<file path="config.mk">
export PLATFORM = sky130hd
export DESIGN_NAME = chr_bus_arb
export DESIGN_NICKNAME = d
export VERILOG_FILES = /design/src/rtl/chr_bus_arb.sv
export SDC_FILE = /design/constraint.sdc
export NUM_CORES = 1
export LEC_CHECK = 0
export CAP_MARGIN = 20
export CORE_MARGIN = 3
export CORE_UTILIZATION = 47
export CTS_CLUSTER_SIZE = 20
export DETAILED_ROUTE_END_ITERATION = 8
export GPL_ROUTABILITY_DRIVEN = 0
export MAX_ROUTING_LAYER = met4
export PLACE_DENSITY = 0.8
export SLEW_MARGIN = 20
export SYNTH_ARGS = -nofsm -noshare
export SYNTH_HDL_FRONTEND = slang
export SYNTH_SLANG_ARGS = --single-unit
</file>
<file path="constraint.sdc">
create_clock -name clk -period 2.6 [get_ports clk]
set_clock_uncertainty 0.15 [all_clocks]
set_input_delay 0.26 -clock clk [delete_from_list [all_inputs] [get_ports clk]]
set_output_delay 0.26 -clock clk [all_outputs]
set_load 0.005 [all_outputs]
</file>
<file path="src/rtl/chr_bus_arb.sv">
`default_nettype none
// =====================================================================
// Module  : chr_bus_arb
// Brief   : CHR memory bus arbiter/sequencer; PPU fetches have priority
//           over the save-state DMA channel. Build macro
//           CHR_ARB_FAIRNESS_EN enables the DMA anti-starvation slot.
// Revision: 1.0 - initial release
// =====================================================================
module chr_bus_arb #(
  parameter int ACC_CYC    = 4,
  parameter int STARVE_LIM = 8
) (
  input  logic        clk,
  input  logic        rst_n,
  input  logic        ppu_req,
  input  logic        ppu_we,
  input  logic [22:0] ppu_addr,
  input  logic [7:0]  ppu_wdat,
  output logic [7:0]  ppu_rdat,
  output logic        ppu_done,
  output logic        ppu_ovr,
  input  logic        dma_req,
  input  logic        dma_we,
  input  logic [22:0] dma_addr,
  input  logic [7:0]  dma_wdat,
  output logic [7:0]  dma_rdat,
  output logic        dma_ack,
  output logic        mem_ce,
  output logic        mem_oe,
  output logic        mem_we,
  output logic [22:0] mem_addr,
  output logic [7:0]  mem_wdat,
  input  logic [7:0]  mem_rdat
);

  typedef enum logic [1:0] {
    S_IDLE    = 2'd0,
    S_PPU_ACC = 2'd1,
    S_DMA_ACC = 2'd2,
    S_RECOVER = 2'd3
  } state_t;

  localparam logic [3:0] c_last   = 4'(ACC_CYC - 1);
  // Last counter value from which mem_we is still high in the following cycle.
  localparam logic [3:0] c_we_end = 4'(ACC_CYC - 3);

  if (ACC_CYC < 3 || ACC_CYC > 15) begin : g_bad_acc_cyc
    $error("chr_bus_arb: ACC_CYC must be within 3..15");
  end
  if (STARVE_LIM < 1) begin : g_bad_starve_lim
    $error("chr_bus_arb: STARVE_LIM must be at least 1");
  end

  state_t      r_state;
  logic [3:0]  r_cnt;
  logic        r_we;
  logic        r_pend;
  logic        r_p_we;
  logic [22:0] r_p_addr;
  logic [7:0]  r_p_wdat;

  logic        w_ppu_avail;
  logic        w_force;
  logic        w_grant_ppu;
  logic        w_grant_dma;
  logic        w_sel_we;
  logic [22:0] w_sel_addr;
  logic [7:0]  w_sel_wdat;

  // A held request takes precedence over a same-cycle pulse (which overruns).
  assign w_ppu_avail = r_pend | ppu_req;
  assign w_sel_we    = r_pend ? r_p_we   : ppu_we;
  assign w_sel_addr  = r_pend ? r_p_addr : ppu_addr;
  assign w_sel_wdat  = r_pend ? r_p_wdat : ppu_wdat;
  assign w_grant_ppu = (r_state == S_IDLE) && w_ppu_avail && !w_force;
  assign w_grant_dma = (r_state == S_IDLE) && !w_grant_ppu && dma_req;

`ifdef CHR_ARB_FAIRNESS_EN
  localparam int              c_sw  = $clog2(STARVE_LIM + 1);
  localparam logic [c_sw-1:0] c_lim = c_sw'(STARVE_LIM);

  logic [c_sw-1:0] r_starve;

  assign w_force = dma_req && (r_starve == c_lim);

  always_ff @(posedge clk or negedge rst_n) begin
    if (!rst_n) begin
      r_starve <= '0;
    end else if (w_grant_ppu) begin
      if (dma_req && (r_starve != c_lim)) r_starve <= r_starve + 1'b1;
    end else if (w_grant_dma) begin
      r_starve <= '0;
    end
  end
`else
  assign w_force = 1'b0;
`endif

  always_ff @(posedge clk or negedge rst_n) begin
    if (!rst_n) begin
      r_state  <= S_IDLE;
      r_cnt    <= 4'd0;
      r_we     <= 1'b0;
      r_pend   <= 1'b0;
      r_p_we   <= 1'b0;
      r_p_addr <= 23'd0;
      r_p_wdat <= 8'd0;
      mem_ce   <= 1'b0;
      mem_oe   <= 1'b0;
      mem_we   <= 1'b0;
      mem_addr <= 23'd0;
      mem_wdat <= 8'd0;
      ppu_rdat <= 8'd0;
      dma_rdat <= 8'd0;
      ppu_done <= 1'b0;
      dma_ack  <= 1'b0;
      ppu_ovr  <= 1'b0;
    end else begin
      ppu_done <= 1'b0;
      dma_ack  <= 1'b0;

      if (ppu_req) begin
        if (r_pend) begin
          ppu_ovr <= 1'b1;
        end else begin
          r_pend   <= 1'b1;
          r_p_we   <= ppu_we;
          r_p_addr <= ppu_addr;
          r_p_wdat <= ppu_wdat;
        end
      end

      case (r_state)
        S_IDLE: begin
          if (w_grant_ppu) begin
            r_pend   <= 1'b0;
            r_we     <= w_sel_we;
            mem_addr <= w_sel_addr;
            mem_wdat <= w_sel_wdat;
            mem_ce   <= 1'b1;
            mem_oe   <= !w_sel_we;
            mem_we   <= 1'b0;
            r_cnt    <= 4'd0;
            r_state  <= S_PPU_ACC;
          end else if (w_grant_dma) begin
            r_we     <= dma_we;
            mem_addr <= dma_addr;
            mem_wdat <= dma_wdat;
            mem_ce   <= 1'b1;
            mem_oe   <= !dma_we;
            mem_we   <= 1'b0;
            r_cnt    <= 4'd0;
            r_state  <= S_DMA_ACC;
          end
        end

        S_PPU_ACC, S_DMA_ACC: begin
          if (r_cnt == c_last) begin
            mem_ce  <= 1'b0;
            mem_oe  <= 1'b0;
            mem_we  <= 1'b0;
            r_state <= S_RECOVER;
            if (r_state == S_PPU_ACC) begin
              ppu_rdat <= mem_rdat;
              ppu_done <= 1'b1;
            end else begin
              dma_rdat <= mem_rdat;
              dma_ack  <= 1'b1;
            end
          end else begin
            r_cnt  <= r_cnt + 4'd1;
            mem_we <= r_we && (r_cnt <= c_we_end);
          end
        end

        default: begin
          r_state <= S_IDLE;
        end
      endcase
    end
  end

endmodule
`default_nettype wire

</file>
=== After elaboration in Yosys (flattened, before gate mapping) ===
Cells that the tools add are included.

* Word-level logic and storage cells: 83
* Output and inout port bits: 53
* Input port bits: 76
* Bits in registers: 93

* Multiplexer cells: 37
* Bitwise operators: 2
* $add $sub $neg: 1
* Eq/ne operators: 6
* Reductions and logical operators: 19
* $lt $le $gt $ge: 1

{| class="wikitable"
|+ Operator list
! operator !! count
|-
| $mux 23 || 3
|-
| $mux 8 || 3
|-
| $mux 1 || 20
|-
| $mux 4 || 3
|-
| $reduce_and 3->1 || 4
|-
| $pmux 4 s2 || 1
|-
| $reduce_and 2->1 || 4
|-
| $mux 2 || 3
|-
| $pmux 1 s2 || 3
|-
| $add 4x1->4 const B || 1
|-
| $eq 4x2->1 const B || 1
|-
| $le 4x1->1 const B || 1
|-
| $logic_and 1x1->1 || 4
|-
| $ne 2x2->1 const B || 2
|-
| $pmux 2 s2 || 1
|-
| $reduce_bool 2->1 || 2
|-
| $logic_not 1->1 || 3
|-
| $ne 3x3->1 const B || 1
|-
| $eq 2x1->1 const B || 1
|-
| $eq 2x2->1 const B || 1
|-
| $logic_not 2->1 || 1
|-
| $reduce_or 2->1 || 1
|-
| $not 1->1 || 1
|-
| $or 1x1->1 || 1
|}

=== Longest topological paths before layout ===
* Depth after elaboration: 8
* Mapped depth: 7
* Mapped depth without buffers: 5

=== Worst setup path after synthesis ===
OpenSTA, ideal clock, no wires.

* Path type: register to register
* Start: reg r_state[0]
* End: reg dma_rdat[3]
* Arrival: 1659 ps
* Setup slack: 666 ps
* Library setup time: 125 ps
* Stages on the path, launching flop included: 8
* Path buffers: 2
* Data required time: 2325 ps
* Period minus slack after synthesis: 1934 ps
* Cell sequence: dfrtp_1 -> inv_1 -> ha_1 -> buf_2 -> and4bb_4 -> nor2b_4 -> buf_6 -> mux2_2

* Cells in the longest elaborated chain, start to end: 3
* Elaborated cells on any way between the ends: 5
* Classes of those cells: eq/ne (2); bitwise (1); reduce/logical (2)

{| class="wikitable"
|+ RTL lines
! element !! line !! text
|-
| start, declared || 54 || <nowiki>state_t r_state;</nowiki>
|-
| start signal, assigned || 101 || <nowiki>r_state <= S_IDLE;</nowiki>
|-
| start signal, assigned || 144 || <nowiki>r_state <= S_PPU_ACC;</nowiki>
|-
| start signal, assigned || 153 || <nowiki>r_state <= S_DMA_ACC;</nowiki>
|-
| $eq 2x1->1 or $eq 2x2->1 (tied branches) || 133, 163 ||
|-
| $reduce_or 2->1 or $not 1->1 (tied branches) || - ||
|-
| $reduce_and 3->1 (no line) (*) || - ||
|-
| end signal, assigned || 167 || <nowiki>dma_rdat <= mem_rdat;</nowiki>
|-
| end, declared || 26 || <nowiki>output logic [7:0] dma_rdat,</nowiki>
|}

Every way passes the cells marked *; elsewhere a longest branch is shown, timed or not.
A chain may end at the register's enable or synchronous reset.

=== Final worst setup path ===
* Start: reg r_state[0]
* End: reg dma_rdat[5]

Same word-level chain as after synthesis.

==> flow_summary.yaml <==
sta:
  slew_headroom_pct: 45.4
  finalSetupTns_ps: 0
  min_period_ps: 2130
  finalSetupViolCount: 0
  period_share_pct: 82.1
  rsz0062_at_grt: "false"
  worst_slew_pin_slew_ps: 819
  fmax_mhz: 469
  hold_viol_final: 0
  slew_viol_final: 0
cts:
  cts_resized: 0
  cts_htree_levels: 3
  clkLatencyLatePin_ps: 360
  clockBufferDepth: 2
  clkSinkCount: 93
  cts_tree: "yes"
  cts.root.buffer_cell: "clkbuf_8"
  path_clk_slew_ps: 90
  numCtsBuffers: 9
pwr:
  finalPower_mw: 6.90
  ir_drop_mv: 0.570
  p_leak_nw: 2.58
  power_density_mw_per_mm2: 1150
layout:
  fin_cells: 617
  antenna_cells: 0
  num-nets-final: 586
  syn_to_final_growth_pct: 37.4
  layout_commonest_cell: "clkdlybuf4s50_1"
  layout-drive-gt1-share_pct: 13.9
  layout_common_cells: "clkdlybuf4s50_1 (127), dfrtp_1 (92), nand2_1 (44)"
  n_fill_cell: 667
  fin_area_mm2: 0.00598
routing:
  wl_mm: 10.0
  wire_per_inst_um: 16.2
  drtPass1Iterations: 6
  drcViolationCount: 0
  vias: 3304
  drtIter0Drc: 123
  antenna_left: 0
  vias_per_cell: 5.35
critical_path:
  crit_required_ps: 2690
  endpoint_kind: "flop"
  cpPeakStageDelay_ps: 450
  worstPathMaxFanout: 9
  crit_type: "flop to flop"
  arrival_ps: 2230
  path_cells: "inv_1, ha_1, and4bb_4, nor2b_4, mux2_2"
  worstSetupStartpointType: "flop"
  cp_num_buf_inv: 1
  crit_slowest_cell: "ha_1"
  critPathTopFamily: "simple AND/OR/NAND/NOR gates"
grt:
  grtUsageTotal_pct: 20.2
  grt_pass1_wl_mm: 16.0
  gr-total-overflow: 0
  grt_pass1_vias: 3352
  grt_antenna_before_repair: 0
  grt_max_degree: 67
placement:
  port_buffers: 128
  placed_cell_area_mm2: 0.00574
  numPlacedInstances: 600
  dp_hpwl_mm: 7.29
floorplanning:
  start_util_pct: 49.2
  rows: 34
  dieHeight_um: 102
  dieWidth_um: 102
  io_pins: 129
  coreArea_mm2: 0.00885
  dieArea_mm2: 0.0105
yosys:
  syn_area_mm2: 0.00435
  yosysUniqueCellTypes: 45
  yosysWarnings: 0
  synthCells: 379
  synth_nets: 461
  ys_ff_latch: 93
  ys_seq_area_share_pct: 53.4
  avgSynthCellArea_um2: 11.5
worst_hold_path:
  hp-class: "input pin to flop"
run:
  drv_cap: 0
status:
  outcome: "complete, no violations"
metal layers:
metal  wire length [um]  vias up  track usage, %
met5                  0        -               -
met4                103        0            6.05
met3                698       13            5.26
met2               4790      114            32.2
met1               4420     1579            25.3
li1                   -     1598               -
flip-flops by register name (all words and copies together), names as in the netlist, 2 cells and up:
register / cells
mem_wdat: 8
mem_addr: 23
r_p_wdat: 8
r_p_addr: 23
ppu_rdat: 8
r_cnt: 4
dma_rdat: 8
r_state: 2
cells by family after synthesis:
logic type	count (synthesis)	synth area share, %
AO/OA/AOI/OAI	75	11.4
flip-flops	93	53.4
buffers and inverters	37	4.28
adder cells (fa/ha/maj)	6	1.72
AND/OR/NAND/NOR	97	11.6
multiplexers	71	17.5
cell type report:
class | count | area, um^2 | share of cell area [%]
clock buffers | 10 | 138 | 2.30
clock inverters | 6 | 93.8 | 1.57
inverters | 11 | 41.3 | 0.690
multi-input cells | 249 | 1850 | 30.9
flip-flops and latches | 93 | 2330 | 38.9
well taps | 108 | 135 | 2.26
repair buffers | 140 | 1400 | 23.3
metrics by stage:
| stage | hold WS, ps | utilization [%] | setup WS (ps) |
|---|---|---|---|
| after floorplan | -186 | - | 666 |
| after global placement | 265 | 64.9 | 451 |
| after detailed placement | 269 | 64.9 | 427 |
| after CTS | 291 | 67.6 | 443 |
| after global routing | 309 | 67.6 | 321 |
| final | 313 | 67.6 | 466 |
where the power goes:
part / internal, mW / leakage [nW] / switching (mW) / total, mW
Clock: 0.576 / 0.113 / 0.522 / 1.10
Combinational: 1.83 / 1.37 / 1.39 / 3.22
Sequential: 2.16 / 1.09 / 0.424 / 2.59
worst min-delay path, delay by kind of cell:
kind,cells,cell delay [ps]
AOI/OAI and AO/OA,1,70
buffers and inverters,1,400
and+or+nand+nor,1,60
synth_stat cells (all sizes together):
master / instances / share of area, %
a21oi: 13 / 1.6
nor2b: 22 / 3.3
nor4b: 1 / 0.55
a2bb2oi: 1 / 0.20
nor3: 2 / 0.23
and4bb: 1 / 0.37
a211oi: 22 / 3.8
a31oi: 21 / 3.0
mux2i: 32 / 7.4
nand2b: 1 / 0.14
dfrtp: 93 / 53
or2: 1 / 0.14
nor3b: 2 / 0.34
buf: 19 / 2.7
or4: 1 / 0.17
a21o: 2 / 0.34
mux2: 39 / 10
a21boi: 1 / 0.17
o22ai: 2 / 0.29
nand3b: 3 / 0.52
nand2: 45 / 3.9
a32o: 1 / 0.23
ha: 6 / 1.7
clkbuf: 7 / 0.60
o32ai: 1 / 0.20
o41ai: 1 / 0.20
nand3: 1 / 0.11
o21ai: 8 / 1.0
and2: 1 / 0.14
o31ai: 1 / 0.17
inv: 11 / 0.95
or3b: 1 / 0.20
or3: 2 / 0.29
o2bb2ai: 1 / 0.20
nor2: 13 / 1.1
worst paths after layout:
kind / endpoint / start / slack, ps / cells after the start
setup reg to reg: dma_rdat[5] / r_state[0] / 470 / 5
max in group asynchronous: mem_addr[8] / rst_n / 1210 / 3
hold / removal: mem_addr[19] / dma_addr[19] / 310 / 3
hold reg to reg: dma_rdat[2] / dma_rdat[2] / 340 / 1
min in group asynchronous: r_p_addr[17] / rst_n / 380 / 2
setup / recovery: dma_rdat[5] / r_state[0] / 470 / 5
repair_timing:
item / CTS / global route
buffers inserted: 0 / 0
hold buffers: 1 / 0
endpoints found under the hold margin: 64 / 0
No activity file was read; power rests on OpenSTA's default activity.
